**src/rtl/huff_block_sequencer_if.sv**
```systemverilog
// Bus between the block sequencer, the bit buffer, the Huffman decoder and the coefficient sink.
// master is the sequencer side, slave is the environment side.
`ifndef CH
`define CH 3
`endif

interface huff_block_sequencer_if #(parameter int NUM_CH = `CH);
    localparam int CHW = $clog2(NUM_CH + 1);

    logic [31:0]    bits;
    logic           bits_valid;
    logic           consume;
    logic [5:0]     consume_len;
    logic           dec_valid_in;
    logic           dec_freq;
    logic [CHW-1:0] dec_ch;
    logic [15:0]    dec_code;
    logic [3:0]     dec_run;
    logic [3:0]     dec_vli_size;
    logic [4:0]     dec_code_size;
    logic           dec_valid_out;
    logic           coef_valid;
    logic           coef_ready;
    logic [5:0]     coef_idx;
    logic [15:0]    coef_val;
    logic [CHW-1:0] coef_ch;
    logic           block_done;
    logic           mcu_done;
    logic           error;

    modport master (
        input  bits, bits_valid, dec_run, dec_vli_size, dec_code_size, dec_valid_out, coef_ready,
        output consume, consume_len, dec_valid_in, dec_freq, dec_ch, dec_code,
               coef_valid, coef_idx, coef_val, coef_ch, block_done, mcu_done, error
    );

    modport slave (
        output bits, bits_valid, dec_run, dec_vli_size, dec_code_size, dec_valid_out, coef_ready,
        input  consume, consume_len, dec_valid_in, dec_freq, dec_ch, dec_code,
               coef_valid, coef_idx, coef_val, coef_ch, block_done, mcu_done, error
    );
endinterface

```
**src/rtl/huff_block_sequencer.sv**
```systemverilog
// Walks the Huffman decoder through one 8x8 block per channel: DC with prediction, then AC
// run/size symbols with EOB/ZRL, emitting only DC and nonzero AC coefficients.
`ifndef CH
`define CH 3
`endif

module huff_block_sequencer #(
    parameter int NUM_CH = `CH
) (
    input  logic                          clock,
    input  logic                          reset,
    input  logic                          start,
    huff_block_sequencer_if.master        bus
);
    localparam int CHW = $clog2(NUM_CH + 1);

    typedef enum logic [1:0] {IDLE, DC, AC, ERR} state_t;

    state_t                     state;
    logic [CHW-1:0]             ch;
    logic [6:0]                 idx;
    logic [NUM_CH-1:0][15:0]    pred;

    logic [31:0] win;
    logic [15:0] mag, vli, dc_sum;
    logic [6:0]  tgt;
    logic        active, slot_free, hit, miss, eob, zrl, range_bad, err_now, accept;

    always_comb begin
        win = bus.bits >> bus.dec_code_size;
        mag = '0;
        // first VLI bit after the code is the magnitude MSB
        for (int j = 0; j < 16; j++) begin
            int k;
            k = int'(bus.dec_vli_size) - 1 - j;
            if (j < int'(bus.dec_vli_size)) mag[j] = win[k[4:0]];
        end
        if (bus.dec_vli_size == 4'd0)
            vli = '0;
        else if (mag[bus.dec_vli_size - 4'd1])
            vli = mag;
        else
            vli = mag - ((16'd1 << bus.dec_vli_size) - 16'd1);
    end

    assign active    = (state == DC) || (state == AC);
    assign slot_free = !bus.coef_valid || bus.coef_ready;
    assign eob       = (bus.dec_run == 4'd0)  && (bus.dec_vli_size == 4'd0);
    assign zrl       = (bus.dec_run == 4'd15) && (bus.dec_vli_size == 4'd0);
    assign tgt       = idx + {3'd0, bus.dec_run};
    assign dc_sum    = pred[ch] + vli;

    assign range_bad = (state == AC) &&
                       ((bus.dec_vli_size == 4'd0 && !eob && !zrl) ||
                        (zrl && (idx + 7'd16 > 7'd64)) ||
                        (bus.dec_vli_size != 4'd0 && tgt > 7'd63));

    assign miss    = bus.dec_valid_in && !bus.dec_valid_out;
    assign hit     = active && bus.bits_valid && bus.dec_valid_out && slot_free;
    assign err_now = miss || (hit && range_bad);
    assign accept  = hit && !range_bad;

    assign bus.dec_valid_in = active && bus.bits_valid;
    assign bus.dec_freq     = (state == AC);
    assign bus.dec_ch       = ch;
    assign bus.dec_code     = bus.bits[15:0];
    assign bus.consume      = accept;
    assign bus.consume_len  = {1'b0, bus.dec_code_size} + {2'b0, bus.dec_vli_size};

    always_ff @(posedge clock) begin
        if (reset) begin
            state          <= IDLE;
            ch             <= '0;
            idx            <= '0;
            pred           <= '0;
            bus.coef_valid <= 1'b0;
            bus.coef_idx   <= '0;
            bus.coef_val   <= '0;
            bus.coef_ch    <= '0;
            bus.block_done <= 1'b0;
            bus.mcu_done   <= 1'b0;
            bus.error      <= 1'b0;
        end else if (start) begin
            state          <= DC;
            ch             <= '0;
            idx            <= '0;
            pred           <= '0;
            bus.coef_valid <= 1'b0;
            bus.block_done <= 1'b0;
            bus.mcu_done   <= 1'b0;
            bus.error      <= 1'b0;
        end else begin
            bus.block_done <= 1'b0;
            bus.mcu_done   <= 1'b0;
            if (bus.coef_valid && bus.coef_ready) bus.coef_valid <= 1'b0;

            if (err_now) begin
                bus.error <= 1'b1;
                state     <= ERR;
            end else if (accept) begin
                if (state == DC) begin
                    pred[ch]       <= dc_sum;
                    bus.coef_valid <= 1'b1;
                    bus.coef_idx   <= 6'd0;
                    bus.coef_val   <= dc_sum;
                    bus.coef_ch    <= ch;
                    idx            <= 7'd1;
                    state          <= AC;
                end else if (zrl) begin
                    idx <= idx + 7'd16;
                end else begin
                    if (!eob) begin
                        bus.coef_valid <= 1'b1;
                        bus.coef_idx   <= tgt[5:0];
                        bus.coef_val   <= vli;
                        bus.coef_ch    <= ch;
                        idx            <= tgt + 7'd1;
                    end
                    // EOB or the 64th coefficient closes the block
                    if (eob || tgt == 7'd63) begin
                        bus.block_done <= 1'b1;
                        idx            <= '0;
                        state          <= DC;
                        if (ch == CHW'(NUM_CH - 1)) begin
                            ch           <= '0;
                            bus.mcu_done <= 1'b1;
                        end else begin
                            ch <= ch + 1'b1;
                        end
                    end
                end
            end
        end
    end
endmodule
```
**src/flat_wrapper.sv**
```systemverilog
// flat-port wrapper written by rule: the top's interface ports become plain ports
module huff_block_sequencer_flat 
#(
    parameter int NUM_CH = `CH
)
  (clock, reset, start, bus_bits, bus_bits_valid, bus_dec_run, bus_dec_vli_size, bus_dec_code_size, bus_dec_valid_out, bus_coef_ready, bus_consume, bus_consume_len, bus_dec_valid_in, bus_dec_freq, bus_dec_ch, bus_dec_code, bus_coef_valid, bus_coef_idx, bus_coef_val, bus_coef_ch, bus_block_done, bus_mcu_done, bus_error);
  huff_block_sequencer_if #(.NUM_CH(NUM_CH)) bus_i ();
  input  logic clock;
  input  logic reset;
  input  logic start;
  input wire logic [$bits(bus_i.bits)-1:0] bus_bits;
  input wire logic [$bits(bus_i.bits_valid)-1:0] bus_bits_valid;
  input wire logic [$bits(bus_i.dec_run)-1:0] bus_dec_run;
  input wire logic [$bits(bus_i.dec_vli_size)-1:0] bus_dec_vli_size;
  input wire logic [$bits(bus_i.dec_code_size)-1:0] bus_dec_code_size;
  input wire logic [$bits(bus_i.dec_valid_out)-1:0] bus_dec_valid_out;
  input wire logic [$bits(bus_i.coef_ready)-1:0] bus_coef_ready;
  output wire logic [$bits(bus_i.consume)-1:0] bus_consume;
  output wire logic [$bits(bus_i.consume_len)-1:0] bus_consume_len;
  output wire logic [$bits(bus_i.dec_valid_in)-1:0] bus_dec_valid_in;
  output wire logic [$bits(bus_i.dec_freq)-1:0] bus_dec_freq;
  output wire logic [$bits(bus_i.dec_ch)-1:0] bus_dec_ch;
  output wire logic [$bits(bus_i.dec_code)-1:0] bus_dec_code;
  output wire logic [$bits(bus_i.coef_valid)-1:0] bus_coef_valid;
  output wire logic [$bits(bus_i.coef_idx)-1:0] bus_coef_idx;
  output wire logic [$bits(bus_i.coef_val)-1:0] bus_coef_val;
  output wire logic [$bits(bus_i.coef_ch)-1:0] bus_coef_ch;
  output wire logic [$bits(bus_i.block_done)-1:0] bus_block_done;
  output wire logic [$bits(bus_i.mcu_done)-1:0] bus_mcu_done;
  output wire logic [$bits(bus_i.error)-1:0] bus_error;
  assign bus_i.bits = bus_bits;
  assign bus_i.bits_valid = bus_bits_valid;
  assign bus_i.dec_run = bus_dec_run;
  assign bus_i.dec_vli_size = bus_dec_vli_size;
  assign bus_i.dec_code_size = bus_dec_code_size;
  assign bus_i.dec_valid_out = bus_dec_valid_out;
  assign bus_i.coef_ready = bus_coef_ready;
  assign bus_consume = bus_i.consume;
  assign bus_consume_len = bus_i.consume_len;
  assign bus_dec_valid_in = bus_i.dec_valid_in;
  assign bus_dec_freq = bus_i.dec_freq;
  assign bus_dec_ch = bus_i.dec_ch;
  assign bus_dec_code = bus_i.dec_code;
  assign bus_coef_valid = bus_i.coef_valid;
  assign bus_coef_idx = bus_i.coef_idx;
  assign bus_coef_val = bus_i.coef_val;
  assign bus_coef_ch = bus_i.coef_ch;
  assign bus_block_done = bus_i.block_done;
  assign bus_mcu_done = bus_i.mcu_done;
  assign bus_error = bus_i.error;
  huff_block_sequencer #(.NUM_CH(NUM_CH)) u_core (.clock(clock), .reset(reset), .start(start), .bus(bus_i));
endmodule
```
**config.mk**
```make
export PLATFORM = sky130hd
export DESIGN_NAME = huff_block_sequencer_flat
export DESIGN_NICKNAME = d
export VERILOG_FILES = /design/src/rtl/huff_block_sequencer_if.sv /design/src/rtl/huff_block_sequencer.sv /design/src/flat_wrapper.sv
export SDC_FILE = /design/constraint.sdc
export NUM_CORES = 1
export LEC_CHECK = 0
export ABC_AREA = 1
export BUFFER_PORTS_ARGS = -buffer_cell sky130_fd_sc_hd__buf_2
export CORE_MARGIN = 10
export CORE_UTILIZATION = 55
export DETAILED_ROUTE_END_ITERATION = 16
export GPL_TIMING_DRIVEN = 0
export PLACE_DENSITY_LB_ADDON = 0.12
export SYNTH_ARGS = -nofsm -noshare
export SYNTH_HDL_FRONTEND = slang
export SYNTH_SLANG_ARGS = --single-unit
```
**constraint.sdc**
```tcl
create_clock -name clock -period 7.3 [get_ports clock]
set_clock_uncertainty 0.05 [all_clocks]
set_input_delay 0.365 -clock clock [delete_from_list [all_inputs] [get_ports clock]]
set_output_delay 0.365 -clock clock [all_outputs]
set_load 0.03 [all_outputs]
```
# After elaboration in Yosys (flattened, before gate mapping)
# Index checks and enable logic that the tools add are counted.
[word_totals] word_cells=215 output_inout_bits=55 in_bits=51 reg_bits=87
[op_classes] eq_ne=10 magnitude_cmp=35 shift=2 addsub=24 bitwise=6 muxes=82 n_reduce_logical=42
[ops] cell="2-to-1 mux 16 bit" n=7
[ops] cell="< comparator 5 x 6 -> 1 bit (second input constant)" n=15
[ops] cell="binary-select mux 1 bit (select 5 bit)" n=15
[ops] cell="bitwise mux 48 bit" n=1
[ops] cell="2-to-1 mux 1 bit" n=40
[ops] cell="subtractor 5 bit (second input constant)" n=7
[ops] cell="binary-select mux 16 bit (select 2 bit)" n=1
[ops] cell="demux 16 bit (select 2 bit)" n=1
[ops] cell=">> shifter 32 x 5 -> 32 bit" n=1
[ops] cell="< comparator 4 bit (first input constant)" n=7
[ops] cell="2-to-1 mux 7 bit" n=4
[ops] cell="subtractor 5 x 4 -> 5 bit (second input constant)" n=4
[ops] cell="2-to-1 mux 2 bit" n=9
[ops] cell="2-to-1 mux 6 bit" n=3
[ops] cell="adder 16 bit" n=1
[ops] cell="< comparator 3 x 4 -> 1 bit (first input constant)" n=4
[ops] cell="left shift 1 x 4 -> 16 bit (first input constant)" n=1
[ops] cell="subtractor 15 x 16 -> 16 bit" n=1
[ops] cell="subtractor 16 x 1 -> 16 bit (second input constant)" n=1
[ops] cell="logical AND 1 bit" n=15
[ops] cell="AND reduction 3 bit" n=4
[ops] cell="AND reduction 5 bit" n=2
[ops] cell="subtractor 5 x 3 -> 5 bit (second input constant)" n=2
[ops] cell="logical NOT 4 bit" n=2
[ops] cell="other kinds (32)" n=53

# Longest topological paths before layout
# Gate-level depths: netlist of run 1.
[depth] depth_word=13 depth_mapped=49 mapped_depth_nobuf=48

# Worst setup path before layout of run 1
# Ideal clock, no wire load.
[synth_timing] path_type="input to register" startpoint="input port bus_dec_vli_size[0]" endpoint="register u_core.bus.coef_val[14] (netlist bit)" setup_ps=132 cell_stages=42 arrival_ps=6712 path_buffers=5 path_slack_ps=406 path_cell_list="buf_4 > inv_1 > buf_2 > buf_1 > ha_1 > ha_1 > inv_1 > clkbuf_1 > ha_1 > clkbuf_1 > inv_1 > nand3_1 > nand3_1 > nand3_1 > nand2_1 > inv_1 > ha_1 > inv_1 > [... 6 more ...] > a21oi_1 > inv_1 > a21oi_1 > o21ai_0 > xor2_1 > inv_1 > nand3_1 > nand3_1 > inv_1 > ha_1 > a21oi_1 > a21boi_0 > o21ai_0 > xor2_1 > inv_1 > a21oi_2 > nand2_1 > a21oi_1"
[synth_via] elab_chain_len=12
[synth_rtl] element="start, declared" line_no="flat_wrapper.sv:14" source="input wire logic [$bits(bus_i.dec_vli_size)-1:0] bus_dec_vli_size;"
[synth_rtl] element="parallel branches: the longest is 12 deep, another holds subtractor 15 x 16 -> 16 bit"
[synth_rtl] element="end signal, assigned" line_no="huff_block_sequencer.sv:105" source="bus.coef_val <= dc_sum;"
[synth_rtl] element="end signal, assigned" line_no="huff_block_sequencer.sv:115" source="bus.coef_val <= vli;"
[synth_rtl] element="end, declared" line_no="huff_block_sequencer_if.sv:34" source="coef_valid, coef_idx, coef_val, coef_ch, block_done, mcu_done, error"
# Parallel ways; which one is timed is not known. The select of a mux whose other input is x is not followed.
# A chain may end at the register's enable or synchronous reset.

# Final worst setup path of run 1
[layout_timing] startpoint="input port bus_dec_vli_size[0]" endpoint="register u_core.bus.coef_val[15] (netlist bit)"
# The elaborated chain is that of the path after synthesis.

==> results of run 1 <==
-- what timing repair did --
action | CTS | global route
resized for setup | 20 | 30
setup endpoints to repair | 26 | 21
pin swaps | 2 | 4
buffers inserted | 1 | 3
-- per-layer routing --
layer | vias up | wire length [um]
met1 | 5646 | 16400
met2 | 542 | 15700
li1 | 6070 | -
met3 | 61 | 3650
met5 | - | 0
met4 | 0 | 724
-- kinds of logic (layout without fill, tap and decap cells) --
kind of cell               after synthesis  count (layout)  synth area share (%)
AOI/OAI and AO/OA                      280             280                  15.1
xor gates and xnor gates                53              53                  4.56
adders and majority gates               75              75                  9.52
buffers and inverters                  268             390                  11.1
DFF                                     87              87                  17.1
and+or+nand+nor                        966             966                  42.6
-- cells in the mapped netlist, types with 2 or more instances --
cell type | number | area, um^2
a22oi_1 | 2 | 15.0
buf_4 | 21 | 158
a21boi_1 | 3 | 22.5
nand3b_1 | 6 | 45.0
xor2_1 | 36 | 315
nand4_1 | 24 | 150
nor3_1 | 8 | 40.0
buf_1 | 15 | 56.3
o21a_1 | 2 | 15.0
fa_1 | 4 | 80.1
nand3_1 | 432 | 2160
inv_1 | 154 | 578
and3_1 | 2 | 12.5
nand2_1 | 378 | 1420
buf_2 | 20 | 100
a21oi_1 | 141 | 706
clkinv_1 | 3 | 11.3
clkbuf_1 | 46 | 173
nor2_2 | 2 | 12.5
dfxtp_1 | 87 | 1740
a31oi_1 | 4 | 25.0
or2_2 | 3 | 18.8
nor2_1 | 96 | 360
nand3_2 | 2 | 20.0
nor2_4 | 2 | 22.5
buf_6 | 2 | 22.5
inv_2 | 7 | 26.3
or3_1 | 2 | 12.5
a21oi_2 | 12 | 105
nand2_2 | 3 | 18.8
nor4_1 | 4 | 25.0
ha_1 | 71 | 888
o21bai_1 | 7 | 52.6
o21ai_0 | 93 | 465
a211oi_1 | 2 | 15.0
xnor2_1 | 17 | 149
o211ai_1 | 6 | 45.0
-- where the power goes --
group	internal, mW	switching, mW	leakage (nW)	total (mW)
sequential	0.481	0.00434	0.702	0.486
combinational	0.432	0.864	4.90	1.30
clock	0.266	0.191	0.140	0.457
total	1.18	1.06	5.74	2.24
-- layout make-up --
cell class              instances  area, um^2  share of cell area (%)
multi-input cells            1374        7400                    64.8
flip-flops and latches         87        1740                    15.2
inverters                     164         621                    5.43
repair buffers                108         557                    4.87
plain buffers                 102         526                    4.60
well taps                     229         287                    2.51
clock buffers                  11         233                    2.04
clock inverters                 5        56.3                   0.493
-- state kept, by name (all words and copies together), names as in the netlist --
register               flops
u_core.pred               48
u_core.bus.coef_valid      1
u_core.bus.error           1
u_core.state               2
u_core.idx                 7
u_core.bus.coef_val       16
u_core.bus.mcu_done        1
u_core.bus.coef_idx        6
u_core.bus.dec_ch          2
u_core.bus.block_done      1
u_core.bus.coef_ch         2
-- path summary, 6_finish.rpt --
| path | start | end | slack (ns) |
|---|---|---|---|
| max reg2reg | u_core.bus.dec_ch[1]$_SDFFE_PP0P_ | u_core.bus.coef_val[14]$_SDFFE_PP0P_ | 2.60 |
| min | bus_coef_ready | u_core.bus.coef_valid$_SDFF_PP0_ | 0.33 |
| min reg2reg | u_core.bus.coef_val[3]$_SDFFE_PP0P_ | u_core.bus.coef_val[3]$_SDFFE_PP0P_ | 0.41 |
| max | bus_dec_vli_size[0] | u_core.bus.coef_val[15]$_SDFFE_PP0P_ | 0.51 |
-- worst max-delay path: cells and delay by family --
kind                     cells  cell delay [ns]
AO/OA/AOI/OAI                9             1.37
XOR/XNOR                     2             0.39
adder cells (fa/ha/maj)      7             1.87
AND/OR/NAND/NOR             17             1.73
buffers and inverters       12             1.26
-- through the flow --
stage,hold slack (ns),setup WS (ns),instances,TNS (ns)
floorplan,0.410,0.406,1729,0
global placement,0.400,-1.35,2062,-23.78
detailed placement,0.406,-1.41,2062,-24.95
CTS,0.329,0.0482,2078,0
global route,0.327,-0.0000719,2080,-0.0000719
finish,0.328,0.510,2080,0
==> results.json, run 1 <==
{
  "outcome": "finished, final reports clean",
  "final_design_area_no_fill_mm2": 0.0114,
  "first_pass_iters": 6,
  "die_w_um": 156,
  "drive_above_1_share_pct": 12.1,
  "cts_num_sinks": 87,
  "detail-route-antenna-nets": 0,
  "cp.required_ns": 7.52,
  "crit_path_frequent_cell": "nand2_1",
  "rows": 49,
  "tightest_slew_ns": 0.738,
  "max_slew_margin_pct": 50.8,
  "fillCellCount": 1879,
  "worstRegToRegCells": 22,
  "avgSynthCellArea_um2": 5.88,
  "wl_per_cell_um": 17.5,
  "cts_hold_buf": 0,
  "final_cell_mix": "nand3_1, nand2_1, inv_1, a21oi_1, buf_2",
  "gr-usage-met1_pct": 38.9,
  "initial_core_util_pct": 56.3,
  "cap_violations": 0,
  "met2_usage_pct": 45.0,
  "dp_hpwl_um": 29800,
  "grt_start_max_net_pins": 15,
  "die-height_um": 156,
  "cts.path.max_buffers": 2,
  "slowest_delay_ns": 0.40,
  "yosysWarnings": 0,
  "syn_inst": 1729,
  "cts_buffers": 9,
  "whs_path_depth": 3,
  "grt_pass1_wl_um": 57900,
  "clk_latency_ns": 0.33,
  "async_flop_share_pct": 0,
  "hold_viol": 0,
  "worstSetupStartpointType": "input pin",
  "synth_edf_count": 0,
  "cts_tree": "built",
  "slowest_stage": "fa_1",
  "syn_nets": 1855,
  "yosysSeqAreaShare_pct": 17.1,
  "synthDistinctLibCells": 47,
  "diodes": 0,
  "clk_pin_slew_ns": 0.07,
  "placed_cell_area_mm2": 0.0110,
  "drt_iter0_markers": 1347,
  "post-route-period-util_pct": 93.0,
  "critPathArrivalTime_ns": 7.01,
  "finalCriticalPeriod_ns": 6.79,
  "vias_per_cell": 5.92,
  "finalMaxSlewViolations": 0,
  "post-route-util_pct": 63.2,
  "path_class": "in2reg",
  "synth_seq_cells": 87,
  "numPortBuffers": 104,
  "cts_root_buffer": "clkbuf_16",
  "grt_usage_pct": 28.6,
  "coreArea_mm2": 0.0181,
  "use_met3_pct": 6.67,
  "wirelength_um": 36500,
  "power.total_mw": 2.24,
  "area_delta_synth_final_pct": 12.3,
  "drcViolationCount": 0,
  "final_common_cell": "nand3_1",
  "ir_drop_mv": 0.150,
  "antenna_found_initial": 0,
  "hp-class": "in2reg",
  "syn_area_mm2": 0.0102,
  "fmax_ghz": 0.147,
  "dieArea_mm2": 0.0243,
  "io_pins": 106,
  "gr-total-overflow": 0,
  "cts_htree_levels": 3,
  "gp_congestion": 1.03,
  "setup_violations": 0,
  "p_per_area_mw_per_mm2": 196,
  "end_kind": "register",
  "leakagePower_nw": 5.74,
  "num_vias": 12300,
  "top_usage_layer": "met2",
  "grt_pass1_vias": 11400,
  "crit_path_max_fanout": 14,
  "final_nets": 1972,
  "synth-main-ff-cell": "dfxtp_1"
}
Note: power is estimated with default switching activity, not from simulation.
==> run 2: changes to the inputs <==
--- a/config.mk
+++ b/config.mk
@@ -8,9 +8,11 @@
 export ABC_AREA = 1
 export BUFFER_PORTS_ARGS = -buffer_cell sky130_fd_sc_hd__buf_2
 export CORE_MARGIN = 10
-export CORE_UTILIZATION = 55
+export CORE_UTILIZATION = 56
+export CTS_BUF_LIST = sky130_fd_sc_hd__clkbuf_4 sky130_fd_sc_hd__clkbuf_8
 export DETAILED_ROUTE_END_ITERATION = 16
 export GPL_TIMING_DRIVEN = 0
+export HOLD_SLACK_MARGIN = 0.03
 export PLACE_DENSITY_LB_ADDON = 0.12
 export SYNTH_ARGS = -nofsm -noshare
 export SYNTH_HDL_FRONTEND = slang
==> results.json, run 2 (synthesis gave the netlist of run 1 again) <==
{
  "drcViolationCount": 0,
  "ir_drop_mv": 0.161,
  "cts_htree_levels": 3,
  "cap_violations": 0,
  "area_delta_synth_final_pct": 12.1,
  "wl_per_cell_um": 17.4,
  "outcome": "finished, final reports clean",
  "finalCriticalPeriod_ns": 6.87,
  "fmax_ghz": 0.145,
  "critPathArrivalTime_ns": 7.13,
  "max_slew_margin_pct": 51.9,
  "final_design_area_no_fill_mm2": 0.0114,
  "whs_ns": 0.291,
  "grt_usage_pct": 28.5,
  "grt_pass1_wl_um": 57200,
  "coreArea_mm2": 0.0179,
  "first_pass_iters": 5,
  "path_class": "in2reg",
  "detail-route-antenna-nets": 0,
  "clk_latency_ns": 0.37,
  "largest_register_ffs": 48,
  "tightest_slew_ns": 0.721,
  "crit_path_max_fanout": 11,
  "largest-register": "u_core.pred",
  "slowest_stage": "buf_1",
  "cts.path.max_buffers": 2,
  "diodes": 0,
  "regArea_mm2": 0.00174,
  "leakagePower_nw": 5.74,
  "slowest_delay_ns": 0.57,
  "wirelength_um": 36300,
  "gr-total-overflow": 0,
  "die_w_um": 155,
  "final_cell_mix": "nand3_1, nand2_1, inv_1, a21oi_1, buf_2",
  "io_pins": 106,
  "grt_pass1_vias": 11000,
  "antenna_found_initial": 0,
  "final_nets": 1973,
  "top_regs": "u_core.pred (48), u_core.bus.coef_val (16), u_core.idx (7)",
  "multi_input_area_mm2": 0.00745,
  "drive_above_1_share_pct": 12.5,
  "gp_congestion": 0.996,
  "numPortBuffers": 104,
  "dieArea_mm2": 0.0240,
  "crit_path_frequent_cell": "nand2_1",
  "p_per_area_mw_per_mm2": 189,
  "clk_pin_slew_ns": 0.09,
  "finalMaxSlewViolations": 0,
  "hp-class": "in2reg",
  "worstSetupStartpointType": "input pin",
  "cp.required_ns": 7.55,
  "cts_num_sinks": 87,
  "cp_top_family": "buffers and inverters",
  "num_vias": 12500,
  "vias_per_cell": 6.01,
  "setup_violations": 0,
  "placed_cell_area_mm2": 0.0110,
  "final_common_cell": "nand3_1",
  "post-route-period-util_pct": 94.2,
  "end_kind": "register",
  "initial_core_util_pct": 56.8,
  "hold_viol": 0,
  "die-height_um": 155,
  "dp_hpwl_um": 29800,
  "cts_buffers": 9,
  "drt_iter0_markers": 1303,
  "cts_tree": "built",
  "post-route-util_pct": 63.7,
  "crit_buf_inv": 11,
  "rows": 49,
  "power.total_mw": 2.16,
  "cts_root_buffer": "clkbuf_8",
  "fillCellCount": 1764,
  "grt_start_max_net_pins": 18
}
run 2: cell count changes in the layout (fill, tap and decap cells not counted), sizes merged:
cell	change
buf	+2
clkbuf	-3
clkinv	-1
clkinvlp	+1
inv	+2
run 2: final cells by class:
class	count	share of cell area, %
Buffer	102	4.70
Clock buffer	9	1.09
Clock inverter	7	0.757
Inverter	164	5.47
Multi-Input combinational cell	1374	65.3
Sequential cell	87	15.3
Tap cell	229	2.51
Timing Repair Buffer	109	4.91
run 2: metrics by stage:
step / TNS [ns] / std cells / worst slack (ns)
CTS: 0 / 2077 / 0.00739
floorplan: 0 / 1729 / 0.406
finish: 0 / 2081 / 0.426
global route: -0.184 / 2081 / -0.0761
global placement: -23.44 / 2062 / -1.38
detailed placement: -27.54 / 2062 / -1.48
run 2: tightest hold or removal path: cells and delay by family:
| kind | cells | cell delay (ns) |
|---|---|---|
| AO/OA/AOI/OAI | 1 | 0.18 |
| buffers and inverters | 1 | 0.07 |
| AND/OR/NAND/NOR | 1 | 0.04 |
run 2: routing by layer:
metal / GRT usage (%) / up-vias / share of wire, %
li1: - / 6061 / -
met1: 39.7 / 5769 / 45
met2: 43.3 / 605 / 43
met3: 6.16 / 69 / 10
met4: 7.24 / 0 / 2.2
met5: 0 / - / 0
run 2: path summary, 6_finish.rpt:
| kind | start | to | slack, ns | cells after the start |
|---|---|---|---|---|
| hold reg to reg | u_core.bus.coef_idx[3]$_SDFFE_PP0P_ | u_core.bus.coef_idx[3]$_SDFFE_PP0P_ | 0.42 | 2 |
| setup reg to reg | u_core.bus.dec_ch[1]$_SDFFE_PP0P_ | u_core.bus.coef_val[14]$_SDFFE_PP0P_ | 2.82 | 22 |
| setup / recovery | bus_dec_vli_size[0] | u_core.bus.coef_val[15]$_SDFFE_PP0P_ | 0.43 | 45 |
| hold / removal | bus_coef_ready | u_core.bus.coef_valid$_SDFF_PP0_ | 0.29 | 3 |
run 2: power by group:
part / leakage, nW / switching (mW) / internal (mW) / total, mW
registers: 0.702 / 0.00440 / 0.481 / 0.485
logic: 4.93 / 0.872 / 0.441 / 1.31
clock network: 0.104 / 0.195 / 0.166 / 0.361
run 2: what timing repair did:
item	CTS	global route
setup buffers	1	4
gates cloned	0	0
gates resized for setup	18	41
hold buffers	0	0
endpoints found under the hold margin	0	0
pin swaps	1	5
setup endpoints to repair	26	18
